$ cat src/rtl/fifo_serial_tx_pkg.sv
// Shared types and frame constants for the FIFO-fed serial transmitter.
package fifo_pkg;

   typedef enum logic [2:0] {
      IDLE   = 3'd0,
      REQ    = 3'd1,
      LOAD   = 3'd2,
      START  = 3'd3,
      DATA   = 3'd4,
      PARITY = 3'd5,
      STOP   = 3'd6
   } tx_state_t;

   localparam int START_BITS = 1;

   // Serial bit periods in one frame: start + data + optional parity + stop.
   function automatic int frame_bits(input int n, input int parity_en, input int stop_bits);
      return START_BITS + n + parity_en + stop_bits;
   endfunction

endpackage

$ cat src/rtl/fifo_serial_tx_if.sv
// FIFO read port plus serial line and status, bundled as one interface.
// slave = transmitter side, master = FIFO/board side.
interface fifo_serial_tx_if #(
   parameter int N = 16
);
   logic         TX_EN;
   logic         EMPTY;
   logic [N-1:0] FIFO_DATA;
   logic         RE;
   logic         TX;
   logic         BUSY;
   logic         DONE;

   modport master (
      output TX_EN, EMPTY, FIFO_DATA,
      input  RE, TX, BUSY, DONE
   );

   modport slave (
      input  TX_EN, EMPTY, FIFO_DATA,
      output RE, TX, BUSY, DONE
   );
endinterface

$ cat src/rtl/fifo_serial_tx_baud.sv
// Bit-period divider: tick marks the last clk of each serial bit period.
module baud_tick_gen #(
   parameter int CLKS_PER_BIT = 4
) (
   input  logic clk,
   input  logic reset,
   input  logic clear,
   output logic tick
);
   localparam int CW = (CLKS_PER_BIT > 1) ? $clog2(CLKS_PER_BIT) : 1;

   logic [CW-1:0] cnt_q;

   assign tick = !clear && (cnt_q == CW'(CLKS_PER_BIT - 1));

   // Count clk cycles within a bit; wrap on the terminal count, hold at 0 while cleared.
   always_ff @(posedge clk or posedge reset) begin
      if (reset) begin
         cnt_q <= '0;
      end else if (clear || tick) begin
         cnt_q <= '0;
      end else begin
         cnt_q <= cnt_q + 1'b1;
      end
   end
endmodule

$ cat src/rtl/fifo_serial_tx.sv
// FIFO read-side consumer: pops one word per frame and shifts it out LSB-first
// with start bit, optional even parity and 1..2 stop bits.
//
// state  | meaning
// IDLE   | line high, waiting for TX_EN && !EMPTY
// REQ    | RE high for this single cycle
// LOAD   | FIFO_DATA valid, captured at the end of this cycle
// START  | start bit (0)
// DATA   | N data bits, LSB first
// PARITY | even-parity bit
// STOP   | STOP_BITS stop bits (1), then re-arm or return to IDLE
module fifo_serial_tx
   import fifo_pkg::*;
#(
   parameter int N            = 16,
   parameter int CLKS_PER_BIT = 4,
   parameter int PARITY_EN    = 0,
   parameter int STOP_BITS    = 1
) (
   input  logic                clk,
   input  logic                reset,
   fifo_serial_tx_if.slave     bus
);
   localparam int BW = $clog2(N + 1);

   tx_state_t    state_q;
   logic [N-1:0] shreg_q;
   logic [N-1:0] shreg_d;
   logic         parity_q;
   logic [BW-1:0] bitcnt_q;
   logic         tx_q;
   logic         re_q;
   logic         busy_q;
   logic         done_q;
   logic         tick;
   logic         baud_clear;
   logic         start_ok;

   assign start_ok = bus.TX_EN && !bus.EMPTY;
   assign shreg_d  = shreg_q >> 1;

   // The divider only runs during bit-time states; START is entered from LOAD with
   // the divider already at zero, every later state change lands on a wrap.
   assign baud_clear = (state_q == IDLE) || (state_q == REQ) || (state_q == LOAD);

   baud_tick_gen #(
      .CLKS_PER_BIT (CLKS_PER_BIT)
   ) u_baud (
      .clk   (clk),
      .reset (reset),
      .clear (baud_clear),
      .tick  (tick)
   );

   // Frame sequencer with registered line, read-enable and status outputs.
   always_ff @(posedge clk or posedge reset) begin
      if (reset) begin
         state_q  <= IDLE;
         shreg_q  <= '0;
         parity_q <= 1'b0;
         bitcnt_q <= '0;
         tx_q     <= 1'b1;
         re_q     <= 1'b0;
         busy_q   <= 1'b0;
         done_q   <= 1'b0;
      end else begin
         re_q   <= 1'b0;
         done_q <= 1'b0;
         case (state_q)
            IDLE: begin
               if (start_ok) begin
                  state_q <= REQ;
                  re_q    <= 1'b1;
                  busy_q  <= 1'b1;
               end
            end
            REQ: begin
               state_q <= LOAD;
            end
            LOAD: begin
               shreg_q  <= bus.FIFO_DATA;
               parity_q <= ^bus.FIFO_DATA;
               bitcnt_q <= '0;
               tx_q     <= 1'b0;
               state_q  <= START;
            end
            START: begin
               if (tick) begin
                  tx_q    <= shreg_q[0];
                  state_q <= DATA;
               end
            end
            DATA: begin
               if (tick) begin
                  if (bitcnt_q == BW'(N - 1)) begin
                     bitcnt_q <= '0;
                     if (PARITY_EN != 0) begin
                        tx_q    <= parity_q;
                        state_q <= PARITY;
                     end else begin
                        tx_q    <= 1'b1;
                        state_q <= STOP;
                     end
                  end else begin
                     bitcnt_q <= bitcnt_q + 1'b1;
                     shreg_q  <= shreg_d;
                     tx_q     <= shreg_d[0];
                  end
               end
            end
            PARITY: begin
               if (tick) begin
                  tx_q    <= 1'b1;
                  state_q <= STOP;
               end
            end
            STOP: begin
               if (tick) begin
                  if (bitcnt_q == BW'(STOP_BITS - 1)) begin
                     bitcnt_q <= '0;
                     done_q   <= 1'b1;
                     if (start_ok) begin
                        state_q <= REQ;
                        re_q    <= 1'b1;
                     end else begin
                        state_q <= IDLE;
                        busy_q  <= 1'b0;
                     end
                  end else begin
                     bitcnt_q <= bitcnt_q + 1'b1;
                  end
               end
            end
            default: begin
               state_q <= IDLE;
            end
         endcase
      end
   end

   assign bus.TX   = tx_q;
   assign bus.RE   = re_q;
   assign bus.BUSY = busy_q;
   assign bus.DONE = done_q;

endmodule

$ cat src/flat_wrapper.sv
// flat-port wrapper written by rule: the top's interface ports become plain ports
module fifo_serial_tx_flat import fifo_pkg::*;
#(
   parameter int N            = 16,
   parameter int CLKS_PER_BIT = 4,
   parameter int PARITY_EN    = 0,
   parameter int STOP_BITS    = 1
)
  (clk, reset, bus_TX_EN, bus_EMPTY, bus_FIFO_DATA, bus_RE, bus_TX, bus_BUSY, bus_DONE);
  fifo_serial_tx_if #(.N(N)) bus_i ();
  input  logic clk;
  input  logic reset;
  input wire logic [$bits(bus_i.TX_EN)-1:0] bus_TX_EN;
  input wire logic [$bits(bus_i.EMPTY)-1:0] bus_EMPTY;
  input wire logic [$bits(bus_i.FIFO_DATA)-1:0] bus_FIFO_DATA;
  output wire logic [$bits(bus_i.RE)-1:0] bus_RE;
  output wire logic [$bits(bus_i.TX)-1:0] bus_TX;
  output wire logic [$bits(bus_i.BUSY)-1:0] bus_BUSY;
  output wire logic [$bits(bus_i.DONE)-1:0] bus_DONE;
  assign bus_i.TX_EN = bus_TX_EN;
  assign bus_i.EMPTY = bus_EMPTY;
  assign bus_i.FIFO_DATA = bus_FIFO_DATA;
  assign bus_RE = bus_i.RE;
  assign bus_TX = bus_i.TX;
  assign bus_BUSY = bus_i.BUSY;
  assign bus_DONE = bus_i.DONE;
  fifo_serial_tx #(.N(N), .CLKS_PER_BIT(CLKS_PER_BIT), .PARITY_EN(PARITY_EN), .STOP_BITS(STOP_BITS)) u_core (.clk(clk), .reset(reset), .bus(bus_i));
endmodule
$ cat config.mk
export PLATFORM = sky130hd
export DESIGN_NAME = fifo_serial_tx_flat
export DESIGN_NICKNAME = d
export VERILOG_FILES = /design/src/rtl/fifo_serial_tx_pkg.sv /design/src/rtl/fifo_serial_tx_if.sv /design/src/rtl/fifo_serial_tx_baud.sv /design/src/rtl/fifo_serial_tx.sv /design/src/flat_wrapper.sv
export SDC_FILE = /design/constraint.sdc
export NUM_CORES = 1
export LEC_CHECK = 0
export ABC_AREA = 1
export ABC_CLOCK_PERIOD_IN_PS = 4810
export CORE_UTILIZATION = 30
export DETAILED_ROUTE_END_ITERATION = 12
export PLACE_DENSITY = 0.5
export SKIP_CTS_REPAIR_TIMING = 1
export SLEW_MARGIN = 20
export SYNTH_ARGS = -nofsm -noshare
export SYNTH_HDL_FRONTEND = slang
export SYNTH_SLANG_ARGS = --single-unit
$ cat constraint.sdc
create_clock -name clk -period 4.81 [get_ports clk]
set_input_delay 1.443 -clock clk [delete_from_list [all_inputs] [get_ports clk]]
set_output_delay 1.443 -clock clk [all_outputs]
set_load 0.1 [all_outputs]
==> impl_metrics.yaml <==
outcome:
  status: "complete, no violations"
detailed_routing:
  post_drt_wl_per_cell_um: 10.7
  dr.pass1.iters: 4
  wl_um: 3590
  drc: 0
  num_vias: 1447
  drtIter0Drc: 125
  ant_nets: 0
  via_per_inst: 4.31
floorplanning:
  dieArea_sq_um: 6020
  start_util_pct: 31.1
  die_h_um: 77.6
  dieWidth_um: 77.6
  rows: 27
  io_pins: 24
  core_sq_um: 5510
hold_path:
  hp-class: "flip-flop to flip-flop"
power:
  p_int_mw: 0.578
  p_leak_nw: 1.09
  p_seq_share_pct: 41.1
  p_comb_share_pct: 40.1
  ir_drop_v: 0.000384
  swShare_pct: 43.0
  power.clock.fraction_pct: 18.8
  power_switching_mw: 0.436
  powerDensity_nw_per_um2: 493
sta:
  setup_violations: 0
  hold_viol: 0
  finalWorstSetupSlack_ns: 1.44
  period_minus_slack_ns: 3.37
  slew_viol_final: 0
  clock.fmax_mhz: 296
  relSlewSlack_pct: 35.7
  rsz0062_at_grt: "no"
  holdWs_ns: 0.431
  tightestPinTransition_ns: 0.962
  period_share_pct: 70.1
  tns_ns: 0
  fin_worst_skew_ns: 0.00773
critical_path:
  crit_type: "flip-flop to output pin"
  startpoint: "u_core.bus.TX"
  slowest_delay_ns: 1.12
  cp_cell_sequence: "clkdlybuf4s50_1"
  worst_path_max_delay_cell: "clkdlybuf4s50_1"
  endpoint: "bus_TX"
  endpoint_kind: "output pin"
  cp_top_family: "buffers and inverters"
  crit_cells: 1
  required_ns: 3.37
  crit_arrival_ns: 1.93
  cp.buffers_inverters: 1
  r2r_slack_ns: 2.98
  r2r_start: "u_core.bitcnt_q[0]"
  start_kind: "flip-flop"
  r2r_end: "u_core.shreg_q[11]"
  critical_path.max_fanout: 2
  ff2ff_path_depth: 10
synthesis:
  synth_seq_cells: 30
  netlist_area_sq_um: 1710
  ys_warn_count: 0
  synth_cells: 239
  synth_nets: 264
  synth_cell_type_count: 26
  synth_seq_area_share_pct: 43.9
  syn_avg_cell_area_sq_um: 7.17
  ys.flop_type: "dfrtp_1"
  async_reset_ff_share_pct: 100
  synth_edf_count: 0
placed_design:
  io_buffers: 23
  placedCellCount: 329
  dp_hpwl_um: 2550
  pre_cts_slack_ns: 1.74
  place_area_sq_um: 1980
  gp_congestion: 0.780
grt:
  grt_pass1_wl_um: 6040
  grt_start_max_net_pins: 18
  grt_pass1_vias: 1351
  antenna_found_initial: 0
  grt_use_total_pct: 12.9
  grt-ovfl-total: 0
flow_run:
  maxCapViolCount: 0
final_layout:
  finalNonFillerCells: 336
  area.growth.synth_to_final_pct: 20.1
  finalNetCount: 289
  drive_gt1_share_pct: 6.44
  antenna_cells: 0
  final_cell_area_sq_um: 2060
clocking:
  cts_tree: "done"
  clock_sinks: 30
  clk_path_buf_depth: 2
  htree_levels: 2
  cts_made_buffers: 5
  root_buffer: "clkbuf_8"
  path_clk_slew_ns: 0.06
  clkLatencyLatePin_ns: 0.28
## stage by stage
stage	power, mW	util (%)
6_report	1.01	37.4
5_1_grt	1.10	37.4
4_1_cts	1.03	37.4
3_5_place_dp	0.831	36.0
3_3_place_gp	0.829	36.0
2_1_floorplan	0.763	-
## cell usage in the layout (no fill, tap or decap), types with 2 or more instances in the layout
| cell | synthesis | final |
|---|---|---|
| o21ai_0 | 11 | 11 |
| clkbuf_8 | 0 | 5 |
| inv_1 | 20 | 20 |
| nor2_1 | 9 | 9 |
| clkdlybuf4s50_1 | 0 | 23 |
| nand2_1 | 127 | 127 |
| nand2_2 | 2 | 2 |
| nand3_1 | 14 | 14 |
| clkbuf_1 | 0 | 2 |
| ha_1 | 5 | 5 |
| dfrtp_1 | 29 | 29 |
| nor2_4 | 2 | 2 |
| nand2_4 | 2 | 2 |
## synthesized netlist by cell type, drive strengths merged (5+ instances only)
library cell,n,area share [%]
nand2,131,30
dfrtp,29,42
inv,22,5.1
nand3,14,4.1
nor2,12,3.6
o21ai,12,3.5
buf,6,3.5
ha,5,3.6
## worst min-delay path by stage
stage	from	cells past startpoint	end	slack [ns]
detailed placement	u_core.u_baud.cnt_q[0]	1	u_core.u_baud.cnt_q[0]	0.43
global placement	u_core.u_baud.cnt_q[0]	1	u_core.u_baud.cnt_q[0]	0.43
global route	u_core.u_baud.cnt_q[0]	1	u_core.u_baud.cnt_q[0]	0.46
CTS	u_core.u_baud.cnt_q[0]	1	u_core.u_baud.cnt_q[0]	0.44
finish	u_core.u_baud.cnt_q[0]	1	u_core.u_baud.cnt_q[0]	0.43
floorplan	u_core.u_baud.cnt_q[0]	1	u_core.u_baud.cnt_q[0]	0.41
## power by group through the flow
stage	clock, mW	combinational [mW]	sequential (mW)
finish	0.191	0.407	0.416
global route	0.207	0.467	0.429
CTS	0.198	0.413	0.417
detailed placement	0	0.412	0.419
global placement	0	0.410	0.419
floorplan	0	0.302	0.461
## logic make-up after synthesis
family	Yosys count	share of synthesized area, %
buf+inv	29	9.12
simple gates	159	38.2
xor+xnor	1	0.511
compound gates	15	4.60
flops	30	43.9
fa+ha+maj	5	3.65
## area by class of cell
cell class | count | area [sq um]
fillers | 579 | 3450
multi-input cells | 180 | 806
flip-flops and latches | 30 | 752
repair buffers | 24 | 238
inverters | 23 | 96.3
well taps | 72 | 90.1
clock buffers | 7 | 76.3
## state kept, by name, indices dropped and copies added, names as in the netlist
| register | cells |
|---|---|
| u_core.bus.RE | 1 |
| u_core.bitcnt_q | 5 |
| u_core.u_baud.cnt_q | 2 |
| u_core.bus.TX | 1 |
| u_core.state_q | 3 |
| u_core.bus.BUSY | 1 |
| u_core.bus.DONE | 1 |
| u_core.shreg_q | 16 |
## per-layer routing
layer,wire length [um],vias up,track usage [%]
met5,0,-,0
met4,32,0,3.96
li1,-,777,-
met3,97,4,4.00
met1,1860,650,17.4
met2,1600,16,19.7
(Power assumes the default switching activity.)
